File: src/rtl/control_fsm.sv
// Multi-cycle control unit: sequences IF/ID/EX/MEM/WB per instruction, decodes
// control strobes from the latched instruction and counts completed instructions.
module control_fsm #(
   parameter int unsigned WORD_SIZE = 16
) (
   input  logic                 clk,
   input  logic                 Reset_N,
   input  logic [WORD_SIZE-1:0] instruction,
   input  logic                 i_ready,
   input  logic                 d_ready,
   input  logic                 Bcond,
   output logic                 i_read,
   output logic                 d_read,
   output logic                 d_write,
   output logic [3:0]           alu_opcode,
   output logic [5:0]           alu_func,
   output logic                 alu_src_imm,
   output logic                 reg_write,
   output logic                 pc_write,
   output logic [1:0]           pc_src,
   output logic                 link,
   output logic [WORD_SIZE-1:0] num_inst,
   output logic                 is_halted
);

   localparam int unsigned IR_W = 16;

   localparam logic [3:0] OP_LAST_BR = 4'd3;
   localparam logic [3:0] OP_ADI     = 4'd4;
   localparam logic [3:0] OP_LWD     = 4'd7;
   localparam logic [3:0] OP_SWD     = 4'd8;
   localparam logic [3:0] OP_JMP     = 4'd9;
   localparam logic [3:0] OP_JAL     = 4'd10;
   localparam logic [3:0] OP_RTYPE   = 4'd15;

   localparam logic [5:0] FN_JPR = 6'd25;
   localparam logic [5:0] FN_JRL = 6'd26;
   localparam logic [5:0] FN_WWD = 6'd28;
   localparam logic [5:0] FN_HLT = 6'd29;

   localparam logic [1:0] PC_NEXT = 2'd0;
   localparam logic [1:0] PC_BR   = 2'd1;
   localparam logic [1:0] PC_JMP  = 2'd2;
   localparam logic [1:0] PC_REG  = 2'd3;

   typedef enum logic [2:0] {
      S_IF   = 3'd0,
      S_ID   = 3'd1,
      S_EX   = 3'd2,
      S_MEM  = 3'd3,
      S_WB   = 3'd4,
      S_HALT = 3'd5
   } state_t;

   state_t           state, next_state;
   logic [IR_W-1:0]  ir;
   logic [3:0]       op;
   logic [5:0]       fn;
   logic             is_r, is_jal, is_jrl;
   logic             done_c;
   logic             unused_ir_c;

   assign op         = ir[15:12];
   assign fn         = ir[5:0];
   assign is_r       = (op == OP_RTYPE);
   assign is_jal     = (op == OP_JAL);
   assign is_jrl     = is_r && (fn == FN_JRL);
   assign alu_opcode = op;
   assign alu_func   = fn;
   assign is_halted  = (state == S_HALT);
   assign unused_ir_c = ^ir[11:6];

   // State, instruction register and retired-instruction counter
   always_ff @(posedge clk or negedge Reset_N) begin
      if (!Reset_N) begin
         state    <= S_IF;
         ir       <= '0;
         num_inst <= '0;
      end else begin
         state <= next_state;
         if (state == S_IF && i_ready) begin
            ir <= instruction[IR_W-1:0];
         end
         if (done_c) begin
            num_inst <= num_inst + WORD_SIZE'(1);
         end
      end
   end

   // Next-state and control strobe decode
   always_comb begin
      next_state  = state;
      i_read      = 1'b0;
      d_read      = 1'b0;
      d_write     = 1'b0;
      alu_src_imm = 1'b0;
      reg_write   = 1'b0;
      pc_write    = 1'b0;
      pc_src      = PC_NEXT;
      link        = 1'b0;
      done_c      = 1'b0;
      case (state)
         S_IF: begin
            i_read = 1'b1;
            if (i_ready) next_state = S_ID;
         end
         S_ID: begin
            if (is_r && fn == FN_HLT) begin
               next_state = S_HALT;
               done_c     = 1'b1;
            end else if (is_r && fn == FN_WWD) begin
               pc_write   = 1'b1;
               pc_src     = PC_NEXT;
               next_state = S_IF;
               done_c     = 1'b1;
            end else if (op == OP_JMP) begin
               pc_write   = 1'b1;
               pc_src     = PC_JMP;
               next_state = S_IF;
               done_c     = 1'b1;
            end else if (is_r && fn == FN_JPR) begin
               pc_write   = 1'b1;
               pc_src     = PC_REG;
               next_state = S_IF;
               done_c     = 1'b1;
            end else if (is_jal || is_jrl) begin
               next_state = S_WB;
            end else begin
               next_state = S_EX;
            end
         end
         S_EX: begin
            alu_src_imm = (op >= OP_ADI) && (op <= OP_SWD);
            if (op <= OP_LAST_BR) begin
               pc_write   = 1'b1;
               pc_src     = Bcond ? PC_BR : PC_NEXT;
               next_state = S_IF;
               done_c     = 1'b1;
            end else if (op == OP_LWD || op == OP_SWD) begin
               next_state = S_MEM;
            end else begin
               next_state = S_WB;
            end
         end
         S_MEM: begin
            d_read  = (op == OP_LWD);
            d_write = (op == OP_SWD);
            if (d_ready) begin
               if (op == OP_SWD) begin
                  pc_write   = 1'b1;
                  pc_src     = PC_NEXT;
                  next_state = S_IF;
                  done_c     = 1'b1;
               end else begin
                  next_state = S_WB;
               end
            end
         end
         S_WB: begin
            reg_write  = 1'b1;
            pc_write   = 1'b1;
            link       = is_jal || is_jrl;
            pc_src     = is_jal ? PC_JMP : (is_jrl ? PC_REG : PC_NEXT);
            next_state = S_IF;
            done_c     = 1'b1;
         end
         S_HALT: begin
            next_state = S_HALT;
         end
         default: begin
            next_state = S_IF;
         end
      endcase
   end

endmodule

File: config.mk
export PLATFORM = sky130hd
export DESIGN_NAME = control_fsm
export DESIGN_NICKNAME = d
export VERILOG_FILES = /design/src/rtl/control_fsm.sv
export SDC_FILE = /design/constraint.sdc
export NUM_CORES = 1
export LEC_CHECK = 0
export CAP_MARGIN = 20
export CORE_MARGIN = 1
export CORE_UTILIZATION = 45
export DETAILED_ROUTE_END_ITERATION = 7
export HOLD_SLACK_MARGIN = 0.02
export PLACE_DENSITY = 0.84
export SYNTH_ARGS = -nofsm -noshare
export SYNTH_HDL_FRONTEND = slang
export SYNTH_SLANG_ARGS = --single-unit
File: constraint.sdc
create_clock -name clk -period 2.4 [get_ports clk]
set_input_delay 0.24 -clock clk [delete_from_list [all_inputs] [get_ports clk]]
set_output_delay 0.24 -clock clk [all_outputs]
set_load 0.05 [all_outputs]
* After elaboration in Yosys (flattened, before gate mapping)
Cells that the tools add are included.
** Cells by class
- Reduce and logical (&&, ||, !) cells :: 10
- Multiplexer cells :: 36
- Add/sub/neg operators :: 1
- Equality and inequality tests :: 16
- $lt $le $gt $ge :: 3
** Operators by type and width (count)
- $mux W3 :: 10
- $eq A6 B5 Y1 const B :: 4
- $add A16 B1 Y16 const B :: 1
- $eq A4 B4 Y1 const B :: 4
- $mux W1 :: 16
- $pmux W3 S5 :: 1
- $mux W2 :: 6
- $pmux W1 S4 :: 2
- $eq A3 B2 Y1 const B :: 2
- $eq A3 B3 Y1 const B :: 2
- $logic_and A1 B1 Y1 :: 6
- $pmux W2 S3 :: 1
- $eq A4 B3 Y1 const B :: 1
- $ge A4 B3 Y1 const B :: 1
- $le A4 B2 Y1 const B :: 1
- $le A4 B4 Y1 const B :: 1
- $ne A2 B2 Y1 const B :: 2
- $eq A3 B1 Y1 const B :: 1
- $logic_not A3 Y1 :: 1
- $logic_or A1 B1 Y1 :: 2
- $reduce_and A2 Y1 :: 1
** Storage, ports and cells
- Flip-flop bits (word level) :: 35
- Output and inout bits :: 36
- Logic and storage cells :: 69
- Bits of input ports :: 21

* Depth between registers and ports, before layout
Gate-level depths: netlist of run 1.
- Depth in word-level cells :: 9
- Depth in mapped cells :: 7
- Mapped depth without buffers :: 5

* Worst setup path after synthesis of run 1
Ideal clock, no wire load.
- Path type :: register to output
- Start :: register ir[15]
- End :: output pc_src[0]
- Path slack :: -1.098 ns
- Path buffers :: 1
- Arrival :: 3.258 ns
- Data required time :: 2.160 ns
- Cell stages (with the launch flop) :: 6
- Path through :: dfrtp_1 -> buf_2 -> nand4b_2 -> nor3_1 -> nand2_1 -> o311ai_0
** On the way
- Cells in the longest elaborated chain, start to end :: 7
** RTL lines
- start: declaration :: line 56 : logic [IR_W-1:0] ir;
- start signal: assignment :: line 82 : ir <= instruction[IR_W-1:0];
- $eq A4 B4 Y1 :: line 65 : assign is_r = (op == OP_RTYPE);
- $logic_and A1 B1 Y1 :: line 121 : end else if (is_r && fn == FN_JPR) begin
- $mux W2 :: line 121
- $mux W2 :: line 116 : end else if (op == OP_JMP) begin
- $mux W2 :: line 111 : end else if (is_r && fn == FN_WWD) begin
- $mux W2 :: line 108 : if (is_r && fn == FN_HLT) begin
- $pmux W2 S3 * :: line 102 : case (state)
- end: declaration :: line 20 : output logic [1:0] pc_src,
Mark *: on every way between the ends. The rest lies on a longest branch, timed or not.

* Worst setup path after layout of run 1
- Start :: register ir[14]
- End :: register num_inst[7]
** On the way
- Cells in the longest elaborated chain, start to end :: 7
** RTL lines
- $eq A4 B4 Y1 :: line 65
- $logic_and A1 B1 Y1 :: line 121
- $mux W1 :: line 121
- $mux W1 :: line 116
- $mux W1 :: line 111
- $mux W1 :: line 108
- $pmux W1 S4 * :: line 102
- end signal: assignment :: line 85 : num_inst <= num_inst + WORD_SIZE'(1);
- end: declaration :: line 22 : output logic [WORD_SIZE-1:0] num_inst,
Marked as above.
A chain may end at the register's enable or synchronous reset.

==> metrics, run 1 <==
DIE AREA=3910 um2; cell taking the most area after synthesis=dfrtp_1; CP max stage delay=0.61 ns; r2r setup slk=0.12 ns; Via density=5.40; pwr/cell area=1190 nW/um2; Chip Height=62.5 um; Area contributors post-synth=dfrtp_1, mux2_2, xor2_1; Place WS=0.0761 ns; PortBufs=50; synth unique cells=46; register bit count reported by yosys=29; Core Area=3420 um2; DR WL/cell=15.0 um; initial antenna violation count=0; Critical Path AT=2.54 ns; largest net degree at the start of global routing=30; final instance area=2410 um2; maxcap violations=0; crit share post-route=94.9%; GRT Util Overall=22.5%; status=completed; clk sinks=29; HP Class=input pin to asynchronous set/reset pin; CTS root buffer=clkbuf_4; r2r endpoint=num_inst[7]; Met2 Wirelength=1940 um; Core Rows=21; cts bufs inserted=5; Seq/Total Area, Yosys=44.0%; slowest cell on the critical path=or4b_4; clock skew=0.00455 ns; Post-synth EDFFs=0; maximum VDD drop=0.853 mV; critical path cell sequence=or4b_4 -> nor3_4 -> a211oi_2 -> buf_6 -> nor4b_1 -> xor2_1; Fmax achieved=0.439 GHz; hold_buf cts=0; R2R depth=6; RSZ-0062 raised after global routing=no; initial DRC count=71; Setup Crit Path Kind=register to register; # setup viols final=0; final hold vios=0; Routed Antenna Nets=0; required time worst endpoint=2.66 ns; H-tree depth=2; Post-Synthesis Net Count=174; Antenna diodes=0; CP Launch Type=register; DP Area=2340 um2; syn_area_per_cell=10.8 um2; Slew HR=65.8%; initial core utilization=48.2%; first-pass GRT wire length=6910 um; die width=62.5 um; Clock Path Buffers=2; RePlAce Congestion=0.805; first-pass detailed-route iteration total=4; CTS tree=done; met3 WL post-DR=186 um; Synth Instances=152; Reg clk slew, reported paths=0.10 ns; Max Used Layer=met4; Async S/R FF share, synth=100%; Post-route DRC=0; cell with the most instances after synthesis=dfrtp_1; final WL=3940 um; CP Capture Type=register; Final #Nets=238; Tmin final=2.28 ns; leakage=0.00109 uW; M1 WL=1710 um; share of the synthesized area in the top cell type=44.0%; Slew Viols, Final=0; Max FO, Critical Path=12; synth cell count leaders=dfrtp_1, xor2_1, nor2_1; vias in the first global route=1496; worst-skew pair later-pin latency=0.33 ns; Syn-to-layout area delta=46.0%; DP HPWL=2990 um; fin util=70.4%; fraction of layout cells with a size suffix above 1=26.3%; global route overflow=0; worst r2r src=ir[14]; Primary FF master, synth=dfrtp_1; Yosys warnings=0; Ports=57; DR vias=1421; worst-margin pin slew=0.512 ns; worst setup margin=0.123 ns; Cell Area, Synth=1650 um2
[where the power goes]
| group | internal, uW | total, uW | switching, uW | leakage (uW) |
|---|---|---|---|---|
| Clock | 110 | 289 | 179 | 0.0000310 |
| Combinational | 695 | 1740 | 1040 | 0.000686 |
| Sequential | 635 | 833 | 198 | 0.000372 |
| Total | 1440 | 2860 | 1420 | 0.00109 |
[how the worst max path moves through the flow]
stage                              to  startpoint  slack, ns
final                     num_inst[7]      ir[14]       0.12
after floorplan             pc_src[0]      ir[15]      -0.05
after global routing        pc_src[1]      ir[12]      0.001
after detailed placement  num_inst[7]      ir[15]       0.08
after CTS                   reg_write    state[1]       0.04
after global placement    num_inst[1]      ir[15]       0.02
[registers in the layout (all words and copies together), names as in the netlist]
signal,count
num_inst,16
ir,10
state,3
[stage by stage]
| stage | instances | TNS [ns] | total power [uW] | hold slack (ns) |
|---|---|---|---|---|
| 6_report | 263 | 0 | 2860 | 0.285 |
| 3_3_place_gp | 254 | 0 | 2520 | 0.459 |
| 2_1_floorplan | 152 | -0.0653 | 1950 | -0.0556 |
| 3_5_place_dp | 255 | 0 | 2590 | 0.461 |
| 5_1_grt | 263 | 0 | 3030 | 0.325 |
| 4_1_cts | 263 | 0 | 2880 | 0.291 |
[layer usage]
metal / global-route usage (%) / vias to the layer above
met5: 0 / -
met4: 10.8 / 0
met3: 5.66 / 12
met2: 38.7 / 49
met1: 26.1 / 674
li1: - / 686
[what timing repair did]
action / CTS / global route
gates resized for setup: 1 / 3
gates cloned: 0 / 0
buffers inserted: 0 / 0
endpoints found under the setup margin: 1 / 3
endpoints found under the hold margin: 0 / 0
[cell usage in the layout, fill, tap and decap left out, types with 2 or more instances in the layout]
cell,instances
xnor2_1,2
nor2b_1,4
buf_4,13
nand4_1,2
clkdlybuf4s50_1,41
mux2_2,11
and2_1,2
nand3_1,8
nor3_1,5
nor2_1,11
dfrtp_1,28
buf_12,5
and3_1,2
a22oi_1,2
nor4b_1,2
clkinv_2,2
clkbuf_4,5
nor4_1,2
nor3b_2,3
nand2b_1,4
o21ai_0,7
nand2_1,9
a211oi_2,2
xor2_1,13
[layout make-up]
| class | instances | area (um2) |
|---|---|---|
| clock buffer | 5 | 37.5 |
| clock inverter | 3 | 17.5 |
| fill | 270 | 1010 |
| inverter | 1 | 3.75 |
| multi-input combinational | 117 | 922 |
| sequential | 29 | 727 |
| tap | 46 | 57.6 |
| timing repair buffer | 62 | 641 |
[logic make-up after synthesis]
group | after synthesis | synth area share (%)
xor+xnor | 15 | 7.97
simple gates | 67 | 26.7
buf+inv | 6 | 1.90
compound gates | 22 | 10.5
mux | 12 | 8.12
fa+ha+maj | 1 | 0.759
flops | 29 | 44.0
[critical path, delay by kind of cell (launching register included)]
kind            cells  cell delay (ns)
compound gates      1             0.10
xor+xnor            1             0.18
simple gates        3             1.26
flops               1             0.46
buf+inv             1             0.20
Note: power is estimated with default switching activity, not from simulation.
==> inputs of run 2 (changes only) <==
--- a/config.mk
+++ b/config.mk
@@ -10,7 +10,9 @@
 export CORE_UTILIZATION = 45
 export DETAILED_ROUTE_END_ITERATION = 7
 export HOLD_SLACK_MARGIN = 0.02
+export MAX_ROUTING_LAYER = met4
 export PLACE_DENSITY = 0.84
+export SKIP_LAST_GASP = 1
 export SYNTH_ARGS = -nofsm -noshare
 export SYNTH_HDL_FRONTEND = slang
 export SYNTH_SLANG_ARGS = --single-unit
==> run 2 against run 1 <==
Flip-flop and latch count is the same; final cell count shrank 1.5%; clock skew grew 0.0028 ns; critical path type unchanged; largest power group unchanged.
==> metrics, run 2 (same netlist as run 1, synthesis figures left out) <==
Slew HR=66.1% (was 65.8%); Critical Path AT=2.52 ns (was 2.54 ns); Setup Crit Path Kind=register to register (unchanged); r2r endpoint=num_inst[11] (was num_inst[7]); area occupied by multi-input gates=933 um2 (was 922 um2); Clock Path Buffers=2 (unchanged); Fmax achieved=0.439 GHz (about the same); hold_buf cts=0 (unchanged); Slew Viols, Final=0 (unchanged); most common cell after layout, fill and taps aside=clkdlybuf4s50_1 (unchanged); Final #Nets=234 (was 238); DP HPWL=2910 um (was 2990 um); maximum VDD drop=0.739 mV (was 0.853 mV); max reg flops=16 (unchanged); worst-margin pin slew=0.507 ns (was 0.512 ns); leakage=0.00106 uW (was 0.00109 uW); Place WS=0.135 ns (was 0.0761 ns); initial DRC count=61 (was 71); GRT Util Overall=22.3% (was 22.5%); Largest regs=num_inst x16, ir x10, state x3 (unchanged); post-route insts no fill=259 (was 263); RePlAce Congestion=0.833 (was 0.805); RSZ-0062 raised after global routing=no (unchanged); Ports=57 (unchanged); required time worst endpoint=2.64 ns (was 2.66 ns); CP max stage delay=0.60 ns (was 0.61 ns); pwr/cell area=1200 nW/um2 (was 1190 nW/um2); worst r2r src=ir[14] (unchanged); Via density=5.46 (was 5.40); vias in the first global route=1468 (was 1496); R2R depth=6 (unchanged); DIE AREA=3910 um2 (unchanged); critical path cell sequence=or4b_4 -> nor3_4 -> a211oi_4 -> buf_6 -> nor4_1 -> xor2_1 (was or4b_4 -> nor3_4 -> a211oi_2 -> buf_6 -> nor4b_1 -> xor2_1); clk sinks=29 (unchanged); HP Class=input pin to asynchronous set/reset pin (unchanged); Final Total Pwr=2880 uW (was 2860 uW); Inst Count DP=251 (was 255); clock skew=0.00731 ns (was 0.00455 ns); H-tree depth=2 (unchanged); cts bufs inserted=5 (unchanged); first-pass detailed-route iteration total=4 (unchanged); Chip Height=62.5 um (unchanged); Syn-to-layout area delta=45.7% (was 46.0%); largest net degree at the start of global routing=30 (unchanged); first-pass GRT wire length=6650 um (was 6910 um); CP Launch Type=register (unchanged); Critical Path Start=ir[14] (unchanged); Tmin final=2.28 ns (about the same); post-route setup TNS=0 ns (unchanged); CP Capture Type=register (unchanged); fraction of layout cells with a size suffix above 1=25.8% (was 26.3%); Core Area=3420 um2 (unchanged); most frequent cells in the layout=clkdlybuf4s50_1, dfrtp_1, xor2_1 (was clkdlybuf4s50_1, dfrtp_1, xor2_1, buf_4); worst-skew pair later-pin latency=0.32 ns (was 0.33 ns); Routed Antenna Nets=0 (unchanged); # setup viols final=0 (unchanged); r2r setup slk=0.12 ns (about the same); worst setup margin=0.123 ns (about the same); final WL=3810 um (was 3940 um); PortBufs=50 (unchanged); largest reg by FF count=num_inst (unchanged); postcts setup bufs=0 (unchanged); DR vias=1414 (was 1421); Sequential Area=728 um2 (was 727 um2); Hold WS=0.289 ns (was 0.285 ns); CTS root buffer=clkbuf_4 (unchanged); CTS tree=done (unchanged); crit path capture=num_inst[11] (was num_inst[7]); crit share post-route=94.9% (about the same); Post-route DRC=0 (unchanged); fill count=268 (was 270); initial antenna violation count=0 (unchanged); Core Rows=21 (unchanged); Max FO, Critical Path=10 (was 12); maxcap violations=0 (unchanged); DR WL/cell=14.7 um (was 15.0 um); Antenna diodes=0 (unchanged); die width=62.5 um (unchanged); slowest cell on the critical path=or4b_4 (unchanged); initial core utilization=48.2% (unchanged); Reg clk slew, reported paths=0.10 ns (about the same); status=completed (unchanged); final hold vios=0 (unchanged); global route overflow=0 (unchanged)
==> run 2: what timing repair did <==
action | in CTS | in global routing
pin swaps | 0 | 0
resized for setup | 1 | 5
endpoints found under the setup margin | 1 | 5
==> run 2: layout make-up <==
class	count	area share, %
clock inverters	1	0.208
repair buffers	58	25.3
flip-flops and latches	29	30.3
well taps	46	2.40
inverters	1	0.156
multi-input cells	117	38.9
clock buffers	7	2.71
==> run 2: worst min-delay path by stage <==
stage	from	endpoint	slack, ns	depth (start not counted)
after floorplan	Reset_N	ir[0]	-0.06	0
after global placement	num_inst[15]	num_inst[15]	0.46	1
after detailed placement	num_inst[15]	num_inst[15]	0.46	1
after CTS	Reset_N	ir[15]	0.30	2
after global routing	Reset_N	num_inst[3]	0.31	2
final	Reset_N	ir[0]	0.29	2
==> run 2: worst max-delay path, delay by kind of cell, from the launching register on <==
| family | cells | cell delay [ns] |
|---|---|---|
| AND/OR/NAND/NOR | 3 | 1.22 |
| flip-flops | 1 | 0.48 |
| buffers and inverters | 1 | 0.19 |
| XOR/XNOR | 1 | 0.19 |
| AO/OA/AOI/OAI | 1 | 0.11 |
==> run 2: metrics by stage <==
| stage | utilization [%] | cell area [um2] |
|---|---|---|
| CTS | 69.7 | 2380 |
| global route | 70.3 | 2400 |
| detailed placement | 67.7 | 2310 |
| global placement | 67.4 | 2300 |
| floorplan | - | 1670 |
| finish | 70.3 | 2400 |
==> run 2: metal layers <==
metal  share of wire [%]  GRT usage [%]  up-vias
met2                  49           37.1       49
li1                    -              -      673
met1                  44           24.8      684
met4                 1.6           10.5        0
met3                 5.2           6.02        8
met5                   0              -        -
==> run 2: report_power, final <==
group | internal (uW) | leakage [uW] | total (uW) | switching [uW]
Clock | 170 | 0.0000413 | 342 | 173
Sequential | 637 | 0.000371 | 833 | 196
Combinational | 670 | 0.000652 | 1710 | 1040
==> inputs of run 3 (changes only) <==
==> constraint.sdc (replaced) <==
create_clock -name clk -period 2.4 [get_ports clk]
set_input_delay 0.48 -clock clk [delete_from_list [all_inputs] [get_ports clk]]
set_output_delay 0.48 -clock clk [all_outputs]
set_load 0.05 [all_outputs]
==> run 3 against run 2 <==
The flow now finishes with violations (setup timing); wire length up 14%; cell area up 5.8%; first-iteration DRC count up 26%; non-clock buffer count up 8; hold slack better by 0.18 ns; final cell count up 3.1%; flip-flop and latch count unchanged; register-to-register slack better by 0.05 ns; combinational power up 12%; die area unchanged; clock-buffer cell count unchanged; via count up 5.7%; critical endpoint is now pc_write; highest routed layer unchanged.
==> metrics, run 3 (same netlist as run 1, synthesis figures left out) <==
status=finished, violations left (was completed); failing checks=setup timing; initial antenna violation count=0 (unchanged); clk sinks=29 (unchanged); largest net degree at the start of global routing=30 (unchanged); required time worst endpoint=1.92 ns (was 2.64 ns); Largest regs=num_inst x16, ir x10, state x3 (unchanged); met2 Track Usage GR=42.5% (was 37.1%); first-pass GRT wire length=7620 um (was 6650 um); worst-margin pin slew=0.518 ns (was 0.507 ns); Syn-to-layout area delta=54.2% (was 45.7%); CTS tree=done (unchanged); Post-route DRC=0 (unchanged); die width=62.5 um (unchanged); fraction of layout cells with a size suffix above 1=33.0% (was 25.8%); maxcap violations=0 (unchanged); Core Rows=21 (unchanged); Clock Path Buffers=2 (unchanged); Tmin final=2.41 ns (was 2.28 ns); most common cell after layout, fill and taps aside=clkdlybuf4s50_1 (unchanged); HP Class=register to register (was input pin to asynchronous set/reset pin); largest reg by FF count=num_inst (unchanged); max reg flops=16 (unchanged); most frequent cells in the layout=clkdlybuf4s50_1, dfrtp_1, buf_4 (was clkdlybuf4s50_1, dfrtp_1, xor2_1); Hold WS=0.470 ns (was 0.289 ns); GRT busiest layer=met2 (unchanged); RePlAce Congestion=0.833 (about the same); DP HPWL=2990 um (was 2910 um); final hold vios=0 (unchanged); Place WS=0.161 ns (was 0.135 ns); leakage=0.00113 uW (was 0.00106 uW); Routed Antenna Nets=0 (unchanged); critical path cell sequence=or4bb_4 -> o41ai_4 -> nand2_1 -> o21ai_4 -> buf_12 (was or4b_4 -> nor3_4 -> a211oi_4 -> buf_6 -> nor4_1 -> xor2_1); Core Area=3420 um2 (unchanged); top cell family by delay on the critical path=simple AND/OR/NAND/NOR gates (unchanged); met3 Usage GRT=4.93% (was 6.02%); Reg clk slew, reported paths=0.10 ns (about the same); met1 Usage GRT=30.2% (was 24.8%); Via density=5.60 (was 5.46); crit share post-route=100% (was 94.9%); Critical Path AT=1.93 ns (was 2.52 ns); final WL=4340 um (was 3810 um); CP max stage delay=0.59 ns (was 0.60 ns); # setup viols final=1 (was 0); RSZ-0062 raised after global routing=yes (was no); Antenna diodes=0 (unchanged); vias in the first global route=1590 (was 1468); Critical path buffers and inverters=1 (unchanged); worst setup margin=-0.00965 ns (was 0.123 ns); Fmax achieved=0.415 GHz (was 0.439 GHz); Chip Height=62.5 um (unchanged); global route overflow=0 (unchanged); Final Total Pwr=3100 uW (was 2880 uW); first-pass detailed-route iteration total=4 (unchanged); CP Launch Type=register (unchanged); CP Capture Type=output port (was register); DR vias=1495 (was 1414); Setup Crit Path Kind=register to output port (was register to register); initial core utilization=48.2% (unchanged); slowest cell on the critical path=or4bb_4 (was or4b_4); GRT Util Overall=25.3% (was 22.3%); H-tree depth=2 (unchanged); cts bufs inserted=5 (unchanged); Slew HR=65.4% (was 66.1%); PortBufs=50 (unchanged); CTS root buffer=clkbuf_4 (unchanged); Final #Nets=242 (was 234); Max FO, Critical Path=6 (was 10); Slew Viols, Final=0 (unchanged); maximum VDD drop=0.763 mV (was 0.739 mV); pwr/cell area=1220 nW/um2 (was 1200 nW/um2); Ports=57 (unchanged); worst-skew pair later-pin latency=0.32 ns (about the same); initial DRC count=77 (was 61); post-route setup TNS=-0.00965 ns (was 0 ns); DR WL/cell=16.2 um (was 14.7 um); hold_buf cts=0 (unchanged); clock skew=0.00936 ns (was 0.00731 ns); DIE AREA=3910 um2 (unchanged)
run 3: cell type report:
class	count	area, um2
Inverter	1	3.75
Fill cell	248	875
Timing Repair Buffer	66	683
Sequential cell	29	731
Multi-Input combinational cell	117	996
Clock buffer	7	65.1
Clock inverter	1	5.00
Tap cell	46	57.6
run 3: metrics by stage:
step / area, um2 / instances / util [%]
after floorplan: 1710 / 152 / -
after global placement: 2340 / 248 / 68.5
after detailed placement: 2340 / 248 / 68.5
after CTS: 2510 / 266 / 73.6
after global routing: 2540 / 267 / 74.4
final: 2540 / 267 / 74.4
run 3: worst paths after layout:
| kind | startpoint | endpoint | slack, ns | depth (start not counted) |
|---|---|---|---|---|
| max in group asynchronous | Reset_N | ir[12] | 1.57 | 2 |
| setup reg to reg | ir[14] | num_inst[7] | 0.17 | 7 |
| hold / removal | num_inst[15] | num_inst[15] | 0.47 | 1 |
| setup / recovery | ir[14] | pc_write | -0.01 | 5 |
| min in group asynchronous | Reset_N | ir[0] | 0.53 | 2 |
| hold reg to reg | num_inst[15] | num_inst[15] | 0.47 | 1 |
run 3: metal layers:
layer  share of wire, %  wire length, um  up-vias
met5                  0                0        -
met4                1.1               49        0
met3                5.0              215        8
met2                 52             2270       59
met1                 42             1800      739
li1                   -                -      689
run 3: power by group:
group | internal [uW] | switching (uW)
Combinational | 767 | 1140
Sequential | 640 | 208
Clock | 170 | 175
run 3: timing repair:
action                                  in CTS  in global routing
endpoints found under the setup margin       4                  3
pin swaps                                    5                  4
setup buffers                               10                  1
resized for setup                            5                  4
endpoints found under the hold margin        0                  0
